File: config.mk
export PLATFORM = sky130hd
export DESIGN_NAME = display_scan_controller
export DESIGN_NICKNAME = d
export VERILOG_FILES = /design/src/rtl/display_pkg.sv /design/src/rtl/display_scan_controller_tick_edge_detect.sv /design/src/rtl/display_scan_controller.sv
export SDC_FILE = /design/constraint.sdc
export NUM_CORES = 1
export LEC_CHECK = 0
export ABC_AREA = 0
export BUFFER_PORTS_ARGS = -buffer_cell sky130_fd_sc_hd__buf_2
export CORE_MARGIN = 8
export CORE_UTILIZATION = 47
export CTS_CLUSTER_SIZE = 20
export DETAILED_ROUTE_END_ITERATION = 10
export GPL_TIMING_DRIVEN = 0
export PLACE_DENSITY = 0.71
export RECOVER_POWER = 25
export SETUP_SLACK_MARGIN = 0.02
export SLEW_MARGIN = 20
export SYNTH_ARGS = -nofsm -noshare
export SYNTH_HDL_FRONTEND = slang
export SYNTH_SLANG_ARGS = --single-unit
export TNS_END_PERCENT = 20
File: constraint.sdc
create_clock -name clk -period 3.5 [get_ports clk]
set_input_delay 0.7 -clock clk [delete_from_list [all_inputs] [get_ports clk]]
set_output_delay 0.7 -clock clk [all_outputs]
set_load 0.02 [all_outputs]
File: src/rtl/display_pkg.sv
// display_pkg: shared scan states, anode polarity levels and next-digit search for the display scan controller
package display_pkg;

    typedef enum logic [1:0] {IDLE, BLANK, DRIVE} scan_state_t;

    localparam logic ANODE_ON_LOW  = 1'b0;
    localparam logic ANODE_ON_HIGH = 1'b1;

    // First set mask bit at (start+k) mod n for k=0..n-1, or -1 when the mask is empty.
    // start may equal n (current index + 1 at the top digit), so one subtraction wraps it.
    function automatic int next_digit(input logic [15:0] mask, input int start, input int n);
        int idx;
        next_digit = -1;
        for (int k = 15; k >= 0; k--) begin
            idx = start + k;
            if (idx >= n) idx = idx - n;
            if (k < n && mask[idx[3:0]]) next_digit = idx;
        end
    endfunction

endpackage

File: src/rtl/display_scan_controller_tick_edge_detect.sv
// tick_edge_detect: optional 2-flop synchroniser plus rising-edge pulse (DISPLAY_SCAN_SYNC_EN enables the synchroniser)
module tick_edge_detect (
    input  logic clk,
    input  logic rst_n,
    input  logic tick_in,
    output logic tick_rise
);

    logic tick_s;
    logic tick_prev;

`ifdef DISPLAY_SCAN_SYNC_EN
    logic [1:0] sync;

    // Resynchronise the asynchronous tick; reset high so a tick high at release is no edge
    always_ff @(posedge clk or negedge rst_n)
        if (!rst_n) sync <= 2'b11;
        else        sync <= {sync[0], tick_in};

    assign tick_s = sync[1];
`else
    assign tick_s = tick_in;
`endif

    // Previous tick level; reset high so a level already high is not an edge
    always_ff @(posedge clk or negedge rst_n)
        if (!rst_n) tick_prev <= 1'b1;
        else        tick_prev <= tick_s;

    assign tick_rise = tick_s & ~tick_prev;

endmodule

File: src/rtl/display_scan_controller.sv
// display_scan_controller: multiplexed 7-segment scan with digit masking and ghosting blank (DISPLAY_SCAN_SYNC_EN adds tick synchroniser)
module display_scan_controller
    import display_pkg::*;
#(
    parameter int NUM_DIGITS       = 4,
    parameter int SEL_W            = $clog2(NUM_DIGITS),
    parameter int BLANK_CYCLES     = 8,
    parameter bit ANODE_ACTIVE_LOW = 1
) (
    input  logic                  clk,
    input  logic                  rst_n,
    input  logic                  refresh_tick,
    input  logic                  enable,
    input  logic [NUM_DIGITS-1:0] digit_mask,
    output logic [SEL_W-1:0]      digit_sel,
    output logic [NUM_DIGITS-1:0] anode,
    output logic                  blank,
    output logic                  scan_wrap,
    output logic                  overrun
);

    localparam int               CNT_W    = BLANK_CYCLES > 1 ? $clog2(BLANK_CYCLES) : 1;
    localparam logic [CNT_W-1:0] CNT_LAST = CNT_W'(BLANK_CYCLES > 0 ? BLANK_CYCLES - 1 : 0);
    localparam scan_state_t      ENTRY    = BLANK_CYCLES == 0 ? DRIVE : BLANK;
    localparam logic             ON_LVL   = ANODE_ACTIVE_LOW ? ANODE_ON_LOW : ANODE_ON_HIGH;

    scan_state_t           state, state_n;
    logic [SEL_W-1:0]      sel_n;
    logic [CNT_W-1:0]      cnt, cnt_n;
    logic                  wrap_n, ovr_n;
    logic                  tick_rise;
    int                    nd;
    logic [NUM_DIGITS-1:0] on_vec;

    tick_edge_detect u_tick (
        .clk       (clk),
        .rst_n     (rst_n),
        .tick_in   (refresh_tick),
        .tick_rise (tick_rise)
    );

    // Candidate digit: search from 0 on entry, from the next position while driving
    always_comb nd = next_digit(16'(digit_mask), state == DRIVE ? int'(digit_sel) + 1 : 0, NUM_DIGITS);

    // Next-state, next-digit, blank counter and pulse/sticky flag logic
    always_comb begin
        state_n = state;
        sel_n   = digit_sel;
        cnt_n   = cnt;
        wrap_n  = 1'b0;
        ovr_n   = overrun | (state == BLANK && tick_rise);
        if (!enable) begin
            state_n = IDLE;
            sel_n   = '0;
            cnt_n   = '0;
        end else if (state == IDLE) begin
            if (nd >= 0) begin
                state_n = ENTRY;
                sel_n   = nd[SEL_W-1:0];
                cnt_n   = '0;
            end
        end else if (~|digit_mask) begin
            state_n = IDLE;
            cnt_n   = '0;
        end else if (state == BLANK) begin
            state_n = cnt == CNT_LAST ? DRIVE : BLANK;
            cnt_n   = cnt == CNT_LAST ? '0 : cnt + CNT_W'(1);
        end else if (tick_rise) begin
            state_n = ENTRY;
            sel_n   = nd[SEL_W-1:0];
            cnt_n   = '0;
            wrap_n  = nd[SEL_W-1:0] <= digit_sel;
        end
    end

    // Scan state registers
    always_ff @(posedge clk or negedge rst_n)
        if (!rst_n) begin
            state     <= IDLE;
            digit_sel <= '0;
            cnt       <= '0;
            scan_wrap <= 1'b0;
            overrun   <= 1'b0;
        end else begin
            state     <= state_n;
            digit_sel <= sel_n;
            cnt       <= cnt_n;
            scan_wrap <= wrap_n;
            overrun   <= ovr_n;
        end

    // Anode drive gated by the live mask so a dropped digit goes dark immediately
    always_comb on_vec = state == DRIVE ? (NUM_DIGITS'(1) << digit_sel) & digit_mask : '0;

    assign anode = ON_LVL ? on_vec : ~on_vec;
    assign blank = ~|on_vec;

endmodule

==> reports/results.tsv, run 1 <==
stage	metric	value	unit
synth	Mapped Nets	139	
drt	wire per inst	15.2	um
setup_path	arrival time worst endpoint	3.62	ns
drt	routed wire length	2.69	mm
clocking	CTS max path bufs	2	
global_route	first-pass GRT wire length	4.33	mm
placement	placed cells	160	
synth	synth unique cells	42	
global_route	gr ovfl total	0	
power	Flop pwr share	43.4	%
timing	RSZ-0062 raised after global routing	true	
power	Peak VDD IR	0.000348	V
synth	Mean Syn Cell Area	9.00	um^2
power	Switching Fraction	29.2	%
setup_path	CP Capture Type	register	
timing	maximum clock frequency	288	MHz
timing	Final Hold Fails	0	
setup_path	Startpoint Class	register	
cells_and_area	commonest non-fill, non-tap cell in the layout	buf_2	
power	internal power	203	uW
clocking	Worst-path clk slew	0.06	ns
setup_path	Worst path max stage delay	0.38	ns
cells_and_area	Nets	172	
cells_and_area	FF/Latch Area	254	um^2
drt	met2 routed wirelength	1.30	mm
timing	final-report setup violation count	0	
clocking	Root Buffer	clkbuf_4	
cells_and_area	most frequent cells in the layout	buf_2 (15), buf_4 (12), ha_1 (10), nand2_1 (9), a21oi_1 (8)	
setup_path	Worst setup endpoint	cnt[0]	
power	Comb pwr share	29.6	%
cells_and_area	footprint of the multi-input gates	792	um^2
clocking	clock tree sinks	10	
synth	Synth warnings	0	
setup_path	Slowest cell on crit path	dfrtp_2	
power	Pwr Density	212	mW/mm^2
timing	setup slack after layout	0.0219	ns
synth	largest family of logic cells by synthesized area	simple AND/OR/NAND/NOR gates	
timing	Final TNS setup	0	ns
setup_path	crit path max fanout	8	
synth	post-synthesis sequential area ratio	23.9	%
cells_and_area	fillers	201	
drt	met1 WL	1.23	mm
synth	post-synthesis mux area share	9.50	%
clocking	TritonCTS Buffers	3	
synth	number of flops mapped to enable cells by yosys	0	
synth	post-synthesis simple-gate area fraction	22.3	%
drt	highest routed layer	met4	
cells_and_area	n_diodes	0	
floorplanning	core area	0.00217	mm^2
timing	Worst-Margin Slew	0.534	ns
setup_path	FF-to-FF Start	digit_sel[0]	
floorplanning	Die Area	0.00401	mm^2
cells_and_area	fin cells	177	
setup_path	FF-to-FF setup slack	0.02	ns
floorplanning	IO Count	17	
run	max_cap viols	0	
synth	register bit total from synthesis	10	
drt	Avg Vias per Cell	5.84	
drt	DR WL met3	146	um
placement	Setup WS pre-CTS	-0.382	ns
floorplanning	DIE HEIGHT	63.3	um
cells_and_area	layout cells sized above 1	38.9	%
synth	Post-Synth XOR/XNOR Area	0	%
drt	via count	1033	
power	Clk pwr share	27.1	%
synth	Async S/R FF share, synth	100	%
clocking	hold bufs inserted after CTS	0	
timing	Slew HR	64.3	%
cells_and_area	area added between synthesis and finish	28.9	%
clocking	CTS tree	yes	
setup_path	Crit Path Category	reg2reg	
setup_path	CP cell instances	buf_6 > clkinvlp_4 > ha_4 > nand3b_1 > ha_1 > nand2b_1 > a311o_1 > a211oi_2 > buf_4 > buf_4 > mux2i_1 > o32ai_1 > a22o_1	
placement	Final Wtd Congestion	0.831	
outcome	status	completed	
synth	Post-synth top flop	dfrtp_1	
clocking	CTS H-Tree Depth	1	
drt	Pre-Repair DR Iteration Count	4	
global_route	GRT Util Overall	12.9	%
placement	DPL Wire Length	1.91	mm
timing	WHS	0.381	ns
setup_path	most used cell, CP	buf_4	
setup_path	reg2reg path depth	13	
floorplanning	Initial Util	48.6	%
setup_path	worst setup path start	digit_sel[0]	
timing	fin crit share	99.4	%
synth	Synth Instances	117	
synth	synthesized area	0.00105	mm^2
timing	clk_skew	0.00139	ns
timing	post-layout minimum cycle time	3.48	ns
drt	DR iter-0 viols	37	
clocking	clk_lat worst skew	0.25	ns
synth	Synth Area in Adders	16.6	%
global_route	vias in the first global route	946	
floorplanning	die width	63.3	um
timing	Slew Limit Fails	0	
power	Leakage	0.000595	uW
drt	drt drc	0	
floorplanning	# rows	17	
placement	port buffer count	15	
power	Switch Pwr	84.0	uW
drt	post-route ant nets	0	
global_route	largest net degree at the start of global routing	11	
min_path	Worst Hold Class	in2async	
global_route	antenna violations before repair	0	
synth	Compound-Gate Fraction of Synth Area	21.5	%
setup_path	reg-to-reg endpoint	cnt[0]	
setup_path	Data required, critical path	3.64	ns
==> cells by family (layout without fill, tap and decap cells) <==
logic type,count (synthesis),count (layout)
simple gates,40,40
compound gates,32,32
fa+ha+maj,14,14
buf+inv,14,46
flops,10,10
mux,7,7
==> Yosys cell counts (all sizes together) (2+ instances only) <==
master | n | area share, %
nor2b | 4 | 2.4
ha | 14 | 17
a22o | 3 | 2.5
nand2b | 3 | 1.8
o32ai | 2 | 1.7
nor2 | 7 | 2.5
nand3 | 4 | 1.9
mux2 | 4 | 4.3
nor3 | 2 | 0.95
buf | 2 | 1.5
o21ai | 5 | 2.4
dfrtp | 9 | 21
mux4 | 2 | 4.3
a21o | 3 | 2.1
clkbuf | 2 | 0.83
nand2 | 11 | 4.9
a21oi | 9 | 4.3
inv | 10 | 3.8
o22ai | 3 | 1.8
nand4 | 2 | 2.6
==> layout make-up <==
type / instances / share of cell area, %
inverter: 10 / 3.23
multi-input combinational: 93 / 58.3
timing repair buffer: 28 / 12.9
buffer: 4 / 2.30
sequential: 10 / 18.7
tap: 28 / 2.58
clock buffer: 4 / 1.94
==> worst max-delay path: cells and delay by family (launching register included) <==
family / cells / cell delay, ns
compound gates: 4 / 1.09
fa+ha+maj: 2 / 0.60
buf+inv: 4 / 0.54
flops: 1 / 0.38
mux: 1 / 0.37
simple gates: 2 / 0.37
==> stage by stage <==
step	util (%)	cell area, um^2	power (uW)
after floorplan	-	1050	169
after global placement	53.6	1160	188
after detailed placement	53.6	1160	190
after CTS	56.7	1230	276
after global routing	62.6	1360	308
final	62.6	1360	287
==> routing by layer <==
layer,GRT usage (%),up-vias
met2,20.9,34
met1,16.5,498
met5,0,-
met3,4.24,2
met4,1.67,0
li1,-,499
==> power groups by stage <==
stage	sequential (uW)	clock (uW)	combinational, uW
final	125	77.7	85.0
after global routing	125	90.7	91.8
after CTS	125	81.8	68.7
after detailed placement	127	0	63.5
after global placement	127	0	61.2
after floorplan	127	0	41.7
==> flip-flops by register name, summed over array words and instances (netlist names) <==
register	flops
state	2
overrun	1
scan_wrap	1
u_tick.tick_prev	1
digit_sel	2
cnt	3
==> repair_timing <==
| action | CTS | global route |
|---|---|---|
| resized for setup | 5 | 16 |
| pin swaps | 2 | 7 |
| setup buffers | 3 | 10 |
| setup endpoints to repair | 6 | 4 |
==> worst min path at each step <==
stage	start	end	slack, ns	cells past startpoint
final	rst_n	scan_wrap	0.38	1
after global routing	rst_n	cnt[0]	0.41	1
after CTS	rst_n	scan_wrap	0.29	1
after detailed placement	overrun	overrun	0.46	1
after global placement	overrun	overrun	0.44	1
after floorplan	rst_n	cnt[0]	0.40	0
Power figures use the tool's default switching activity.
==> run 2: changes to the inputs <==
CORE_UTILIZATION = 40   (was 47)
PLACE_DENSITY = unset   (was 0.71)
==> run 2 against run 1 <==
  * Non-clock buffer count shrank 5
  * Final area shrank 4.2%
  * Utilization shrank 10 points
  * Sequential power is essentially flat
  * Register-to-register slack gained 0.17 ns
  * First-iteration DRC count grew 41%
  * Die area grew 13%
  * Critical endpoint unchanged
  * Routed wire length shrank 3.9%
  * Sequential share of layout area grew 0.64 points
  * Setup slack gained 0.17 ns
  * Critical path type unchanged
==> reports/results.tsv, run 2 (synthesis results as in run 1) <==
stage	metric	value	unit	change
drt	DR iter-0 viols	52		+41%
cells_and_area	most frequent cells in the layout	buf_2 (15), ha_1 (12), nand2_1 (9), a21oi_1 (9), dfrtp_1 (9)		
timing	clk_skew	0.00221	ns	+0.000816 ns
cells_and_area	layout cells sized above 1	31.9	%	-7.0 points
drt	Pre-Repair DR Iteration Count	4		unchanged
cells_and_area	n_diodes	0		unchanged
power	Pwr Total	297	uW	+3.4%
cells_and_area	finished layout cell area	0.00130	mm^2	-4.2%
drt	post-route ant nets	0		unchanged
floorplanning	Initial Util	42.5	%	-6.0 points
timing	final-report setup violation count	0		unchanged
placement	Setup WS pre-CTS	-0.321	ns	+0.0609 ns
global_route	GRT Util Overall	11.5	%	-1.3 points
timing	Slew HR	62.2	%	-2.1 points
floorplanning	# rows	18		+1
clocking	clock tree sinks	10		unchanged
floorplanning	die width	67.3	um	+6.3%
setup_path	Startpoint Class	register		
global_route	first-pass GRT wire length	4.22	mm	-2.4%
cells_and_area	commonest non-fill, non-tap cell in the layout	buf_2		
timing	RSZ-0062 raised after global routing	false		
global_route	antenna violations before repair	0		unchanged
drt	Avg Vias per Cell	5.60		-4.0%
cells_and_area	Nets	167		-2.9%
floorplanning	IO Count	17		unchanged
cells_and_area	Largest Register	cnt		
drt	DR WL met3	93	um	-36%
clocking	Worst-path clk slew	0.07	ns	about the same
drt	via count	975		-5.6%
timing	Final TNS setup	0	ns	unchanged
timing	maximum clock frequency	303	MHz	+5.3%
placement	port buffer count	15		unchanged
drt	highest routed layer	met4		
power	Pwr Density	229	mW/mm^2	+8.0%
placement	Final Wtd Congestion	0.857		+3.1%
clocking	TritonCTS Buffers	3		unchanged
setup_path	crit path max fanout	8		unchanged
clocking	CTS max path bufs	2		unchanged
clocking	Root Buffer	clkbuf_4		
power	Peak VDD IR	0.000251	V	-28%
global_route	vias in the first global route	967		+2.2%
min_path	Worst Hold Class	in2async		
cells_and_area	Top Registers	cnt: 3 flops, digit_sel: 2 flops, state: 2 flops		
timing	Worst-Margin Slew	0.562	ns	+0.0283 ns
drt	wire per inst	14.9	um	-2.3%
timing	setup slack after layout	0.196	ns	+0.174 ns
run	max_cap viols	0		unchanged
floorplanning	Die Area	0.00453	mm^2	+13%
clocking	CTS tree	yes		
floorplanning	DIE HEIGHT	67.3	um	+6.3%
global_route	largest net degree at the start of global routing	11		unchanged
placement	DPL Wire Length	2.04	mm	+6.5%
setup_path	CP Capture Type	register		
clocking	hold bufs inserted after CTS	0		unchanged
timing	post-layout minimum cycle time	3.30	ns	-0.174 ns
outcome	status	completed		
floorplanning	core area	0.00248	mm^2	+14%
drt	routed wire length	2.59	mm	-3.9%
drt	met2 routed wirelength	1.31	mm	+0.77%
timing	Final Hold Fails	0		unchanged
setup_path	Crit Path Category	reg2reg		
setup_path	arrival time worst endpoint	3.45	ns	-0.17 ns
drt	drt drc	0		unchanged
global_route	gr ovfl total	0		unchanged
timing	fin crit share	94.4	%	-5.0 points
clocking	CTS H-Tree Depth	1		unchanged
cells_and_area	Largest register FFs	3		unchanged
drt	met1 WL	1.15	mm	-6.7%
power	Leakage	0.000578	uW	-2.9%
cells_and_area	fillers	239		+19%
setup_path	Data required, critical path	3.65	ns	about the same
placement	Placed Area	0.00117	mm^2	+0.21%
clocking	clk_lat worst skew	0.25	ns	about the same
timing	Slew Limit Fails	0		unchanged
cells_and_area	area added between synthesis and finish	23.4	%	
## run 2: cell count changes in the layout (fill, tap and decap cells not counted), moves of 2 or more
cell and delta:
o21ai_0 +2, dfrtp_2 -2, dfrtp_1 +2, buf_4 -5, ha_1 +2
## run 2: layout make-up
class | instances | area (um^2) | area share [%]
multi-input combinational | 93 | 762 | 58.6
buffer | 4 | 31.3 | 2.41
inverter | 10 | 43.8 | 3.37
sequential | 10 | 251 | 19.3
clock buffer | 4 | 36.3 | 2.79
tap | 30 | 37.5 | 2.89
timing repair buffer | 23 | 138 | 10.6
## run 2: per-stage QoR
| step | std cells | util [%] | hold slack, ns |
|---|---|---|---|
| after floorplan | 117 | - | 0.404 |
| after detailed placement | 162 | 47.1 | 0.443 |
| final | 174 | 52.5 | 0.391 |
| after global routing | 174 | 52.5 | 0.416 |
| after global placement | 162 | 47.1 | 0.435 |
| after CTS | 171 | 50.3 | 0.290 |
## run 2: worst paths after layout
path,from,endpoint,slack [ns],cells after the start
max,digit_sel[0],cnt[0],0.20,14
min,rst_n,cnt[2],0.39,1
max reg2reg,digit_sel[0],cnt[0],0.20,14
min reg2reg,overrun,overrun,0.45,1
max in group asynchronous,rst_n,u_tick.tick_prev,2.75,1
min in group clk,overrun,overrun,0.45,1
## run 2: metal layers
metal,up-vias,track usage (%)
li1,484,-
met1,466,13.2
met2,19,20.9
met3,6,1.66
met4,0,4.70
met5,-,0
## run 2: report_power, final
group	switching (uW)	leakage [uW]	internal (uW)
clock	37.0	0.0000210	63.0
combinational	41.4	0.000430	31.9
sequential	3.83	0.000127	120
## run 2: repair_timing
item,4_1_cts,5_1_grt
resized for setup,3,7
endpoints found under the setup margin,4,3
pin swaps,2,3
buffers inserted,5,3
## run 2: worst max-delay path, cell delays in order, from the launching register on
cell and delay [ns]:
dfrtp_1 0.37, buf_6 0.15, clkinvlp_4 0.12, ha_4 0.30, nand3b_1 0.11, buf_4 0.19, inv_2 0.06, ha_1 0.19
nor2b_1 0.06, a311o_1 0.32, a211oi_2 0.22, buf_4 0.16, mux2i_1 0.44, o32ai_1 0.24, a22o_1 0.28
==> run 3: changes to the inputs <==
SYNTH_HIERARCHICAL = 1   (was unset)
clock period = 2.75 ns   (was 3.5 ns; I/O delays follow)
==> run 3 against run 2 <==
  * The flow now finishes with violations (setup timing)
  * Synthesized cell count increased by 1.7%
  * Power increased by 45%
  * Largest power group unchanged
  * Clock skew decreased by 0.0016 ns
  * Critical endpoint is now scan_wrap
  * Critical path type unchanged
  * Highest routed layer is now met3
==> reports/results.tsv, run 3 <==
stage	metric	value	unit	change
outcome	status	finished, violations left		
outcome	failing checks	setup timing		
setup_path	WP buf/inv	4		-1
synth	Mapped Nets	141		+1.4%
timing	maximum clock frequency	301	MHz	-0.47%
cells_and_area	Largest register FFs	3		unchanged
timing	setup slack after layout	-0.570	ns	-0.766 ns
drt	Avg Vias per Cell	5.62		+0.23%
placement	port buffer count	15		unchanged
run	max_cap viols	0		unchanged
drt	wire per inst	15.3	um	+3.1%
cells_and_area	fin cells	185		+6.3%
floorplanning	core area	0.00269	mm^2	+8.4%
synth	register bit total from synthesis	10		unchanged
timing	RSZ-0062 raised after global routing	true		
setup_path	Crit Path Category	reg2reg		
cells_and_area	Nets	177		+6.0%
synth	Post-synth top flop	dfrtp_1		
synth	most frequent cell after synthesis	ha_1		
setup_path	Startpoint Class	register		
setup_path	Worst path max stage delay	0.40	ns	-0.04 ns
floorplanning	Initial Util	40.8	%	-1.8 points
synth	Post-synth top cells	ha_1 (14), dfrtp_1 (9), inv_1 (8), nand2_1 (8), nor2_1 (6)		
clocking	CTS max path bufs	2		unchanged
floorplanning	die width	68.3	um	+1.5%
min_path	Worst Hold Class	in2async		
synth	dominant cells by area after synthesis	dfrtp_1 (21%), ha_1 (16%), mux2i_1 (2.7%)		
setup_path	crit-path leading delay family	adder cells		
synth	Synth Instances	119		+1.7%
global_route	gr ovfl total	0		unchanged
clocking	CTS tree	yes		
floorplanning	# rows	19		+1
placement	DPL Wire Length	2.06	mm	+1.2%
placement	Placed Area	0.00125	mm^2	+7.4%
synth	synthesized area	0.00109	mm^2	+3.9%
global_route	GRT Util Overall	12.8	%	+1.3 points
cells_and_area	n_diodes	0		unchanged
setup_path	FF-to-FF Start	digit_sel[0]		
placement	placed cells	165		+1.9%
floorplanning	DIE HEIGHT	68.3	um	+1.5%
setup_path	most used cell, CP	ha_4		
setup_path	CP cell instances	buf_6 > inv_4 > ha_4 > nand3b_1 > ha_1 > buf_8 > mux2i_4 > o21ai_4 > a221oi_2 > a31oi_1 > o211ai_1 > inv_1 > ha_4 > nor2b_4 > o21ai_2 > and3_1		
timing	Slew Limit Fails	0		unchanged
floorplanning	Die Area	0.00467	mm^2	+3.0%
setup_path	CP Capture Type	register		
synth	Mean Syn Cell Area	9.20	um^2	+2.2%
drt	routed wire length	2.84	mm	+9.7%
drt	DR iter-0 viols	36		-31%
floorplanning	IO Count	17		unchanged
clocking	clock tree sinks	10		unchanged
cells_and_area	most frequent cells in the layout	buf_4 (16), buf_2 (14), ha_1 (11), nand2_1 (7), dfrtp_1 (7)		
power	Pwr Density	295	mW/mm^2	+29%
power	Peak VDD IR	0.000319	V	+27%
cells_and_area	Top Registers	cnt: 3 flops, digit_sel: 2 flops, state: 2 flops		
drt	Pre-Repair DR Iteration Count	4		unchanged
cells_and_area	area added between synthesis and finish	33.7	%	
timing	fin crit share	121	%	+26 points
setup_path	worst setup path start	digit_sel[0]		
synth	Synth top area share	20.6	%	-0.81 points
cells_and_area	fillers	252		+5.4%
cells_and_area	layout cells sized above 1	45.5	%	+14 points
clocking	Worst-path clk slew	0.06	ns	about the same
synth	synth unique cells	51		+21%
synth	Async S/R FF share, synth	100	%	unchanged
synth	number of flops mapped to enable cells by yosys	0		unchanged
clocking	TritonCTS Buffers	3		unchanged
timing	Final Hold Fails	0		unchanged
clocking	clk_lat worst skew	0.26	ns	about the same
timing	final-report setup violation count	7		+7
synth	Synth warnings	6		+6
setup_path	Slowest cell on crit path	ha_1		
clocking	Root Buffer	clkbuf_4		
timing	post-layout minimum cycle time	3.32	ns	+0.0157 ns
global_route	largest net degree at the start of global routing	11		unchanged
global_route	vias in the first global route	1059		+9.5%
timing	Slew HR	64.8	%	+2.7 points
drt	post-route ant nets	0		unchanged
synth	post-synthesis sequential area ratio	23.0	%	-0.90 points
cells_and_area	commonest non-fill, non-tap cell in the layout	buf_4		
cells_and_area	finished layout cell area	0.00146	mm^2	+13%
placement	Final Wtd Congestion	0.867		+1.2%
global_route	first-pass GRT wire length	4.69	mm	+11%
power	Leakage	0.000663	uW	+15%
cells_and_area	Largest Register	cnt		
setup_path	Data required, critical path	2.90	ns	-0.75 ns
timing	clk_skew	0.000587	ns	-0.00162 ns
setup_path	crit path max fanout	6		-2
global_route	antenna violations before repair	0		unchanged
drt	drt drc	0		unchanged
timing	Worst-Margin Slew	0.528	ns	-0.0348 ns
clocking	CTS H-Tree Depth	1		unchanged
synth	Yosys top cell by area	dfrtp_1		
drt	via count	1039		+6.6%
setup_path	arrival time worst endpoint	3.47	ns	+0.02 ns
## run 3: stage by stage
stage	hold WS [ns]	utilization, %	TNS, ns	setup WS [ns]	power, uW
finish	0.231	54.5	-1.24	-0.570	431
global route	0.266	54.5	-2.42	-0.757	463
CTS	0.133	52.2	-1.41	-0.550	424
detailed placement	0.424	46.6	-2.39	-0.743	274
global placement	0.416	46.6	-2.19	-0.702	270
floorplan	0.254	-	-0.887	-0.389	242
## run 3: worst paths after layout
| path | endpoint | slack, ns | depth (start not counted) |
|---|---|---|---|
| min reg2reg | overrun | 0.47 | 1 |
| min in group clk | u_tick/tick_prev | 0.39 | 1 |
| max reg2reg | scan_wrap | -0.57 | 16 |
| max in group asynchronous | digit_sel[1] | 2.14 | 1 |
| min | state[1] | 0.23 | 1 |
| max | scan_wrap | -0.57 | 16 |
## run 3: final cells by class
type	instances	area (um^2)	area share [%]
Buffer	5	46.3	3.16
Inverter	9	41.3	2.82
Multi-Input combinational cell	95	853	58.3
Sequential cell	10	254	17.4
Timing Repair Buffer	31	194	13.2
Tap cell	31	38.8	2.65
Clock buffer	4	36.3	2.48
## run 3: report_power, final
| group | total [uW] | internal, uW | switching, uW | leakage, uW |
|---|---|---|---|---|
| Sequential | 165 | 156 | 8.75 | 0.000122 |
| Combinational | 137 | 67.7 | 69.0 | 0.000520 |
| Clock | 129 | 80.4 | 49.1 | 0.0000210 |
## run 3: worst reg2reg max path, stage by stage (launching register included)
cell      delay [ns]
dfrtp_2         0.38
buf_6           0.11
inv_4           0.04
ha_4            0.25
nand3b_1        0.22
ha_1            0.40
buf_8           0.12
mux2i_4         0.26
o21ai_4         0.10
a221oi_2        0.23
a31oi_1         0.07
o211ai_1        0.30
inv_1           0.13
ha_4            0.28
nor2b_4         0.13
o21ai_2         0.06
and3_1          0.14
## run 3: cell families (layout without fill, tap and decap cells)
logic type	count (synthesis)	count (layout)	share of synthesized area, %
flops	10	10	23.0
simple gates	39	39	22.1
mux	6	6	5.83
fa+ha+maj	14	14	16.0
compound gates	36	36	26.4
buf+inv	14	49	6.74
## run 3: metal layers
metal	track usage [%]	routed length, um	up-vias
met2	21.9	1440	22
met5	0	0	-
met4	1.02	0	0
met3	3.27	121	0
li1	-	-	518
met1	16.5	1280	499
## run 3: timing repair
| action | in CTS | in global routing |
|---|---|---|
| hold buffers | 0 | 0 |
| gates resized for setup | 7 | 7 |
| setup endpoints to repair | 7 | 7 |
| pin swaps | 9 | 9 |
| endpoints found under the hold margin | 0 | 0 |
| setup buffers | 12 | 4 |
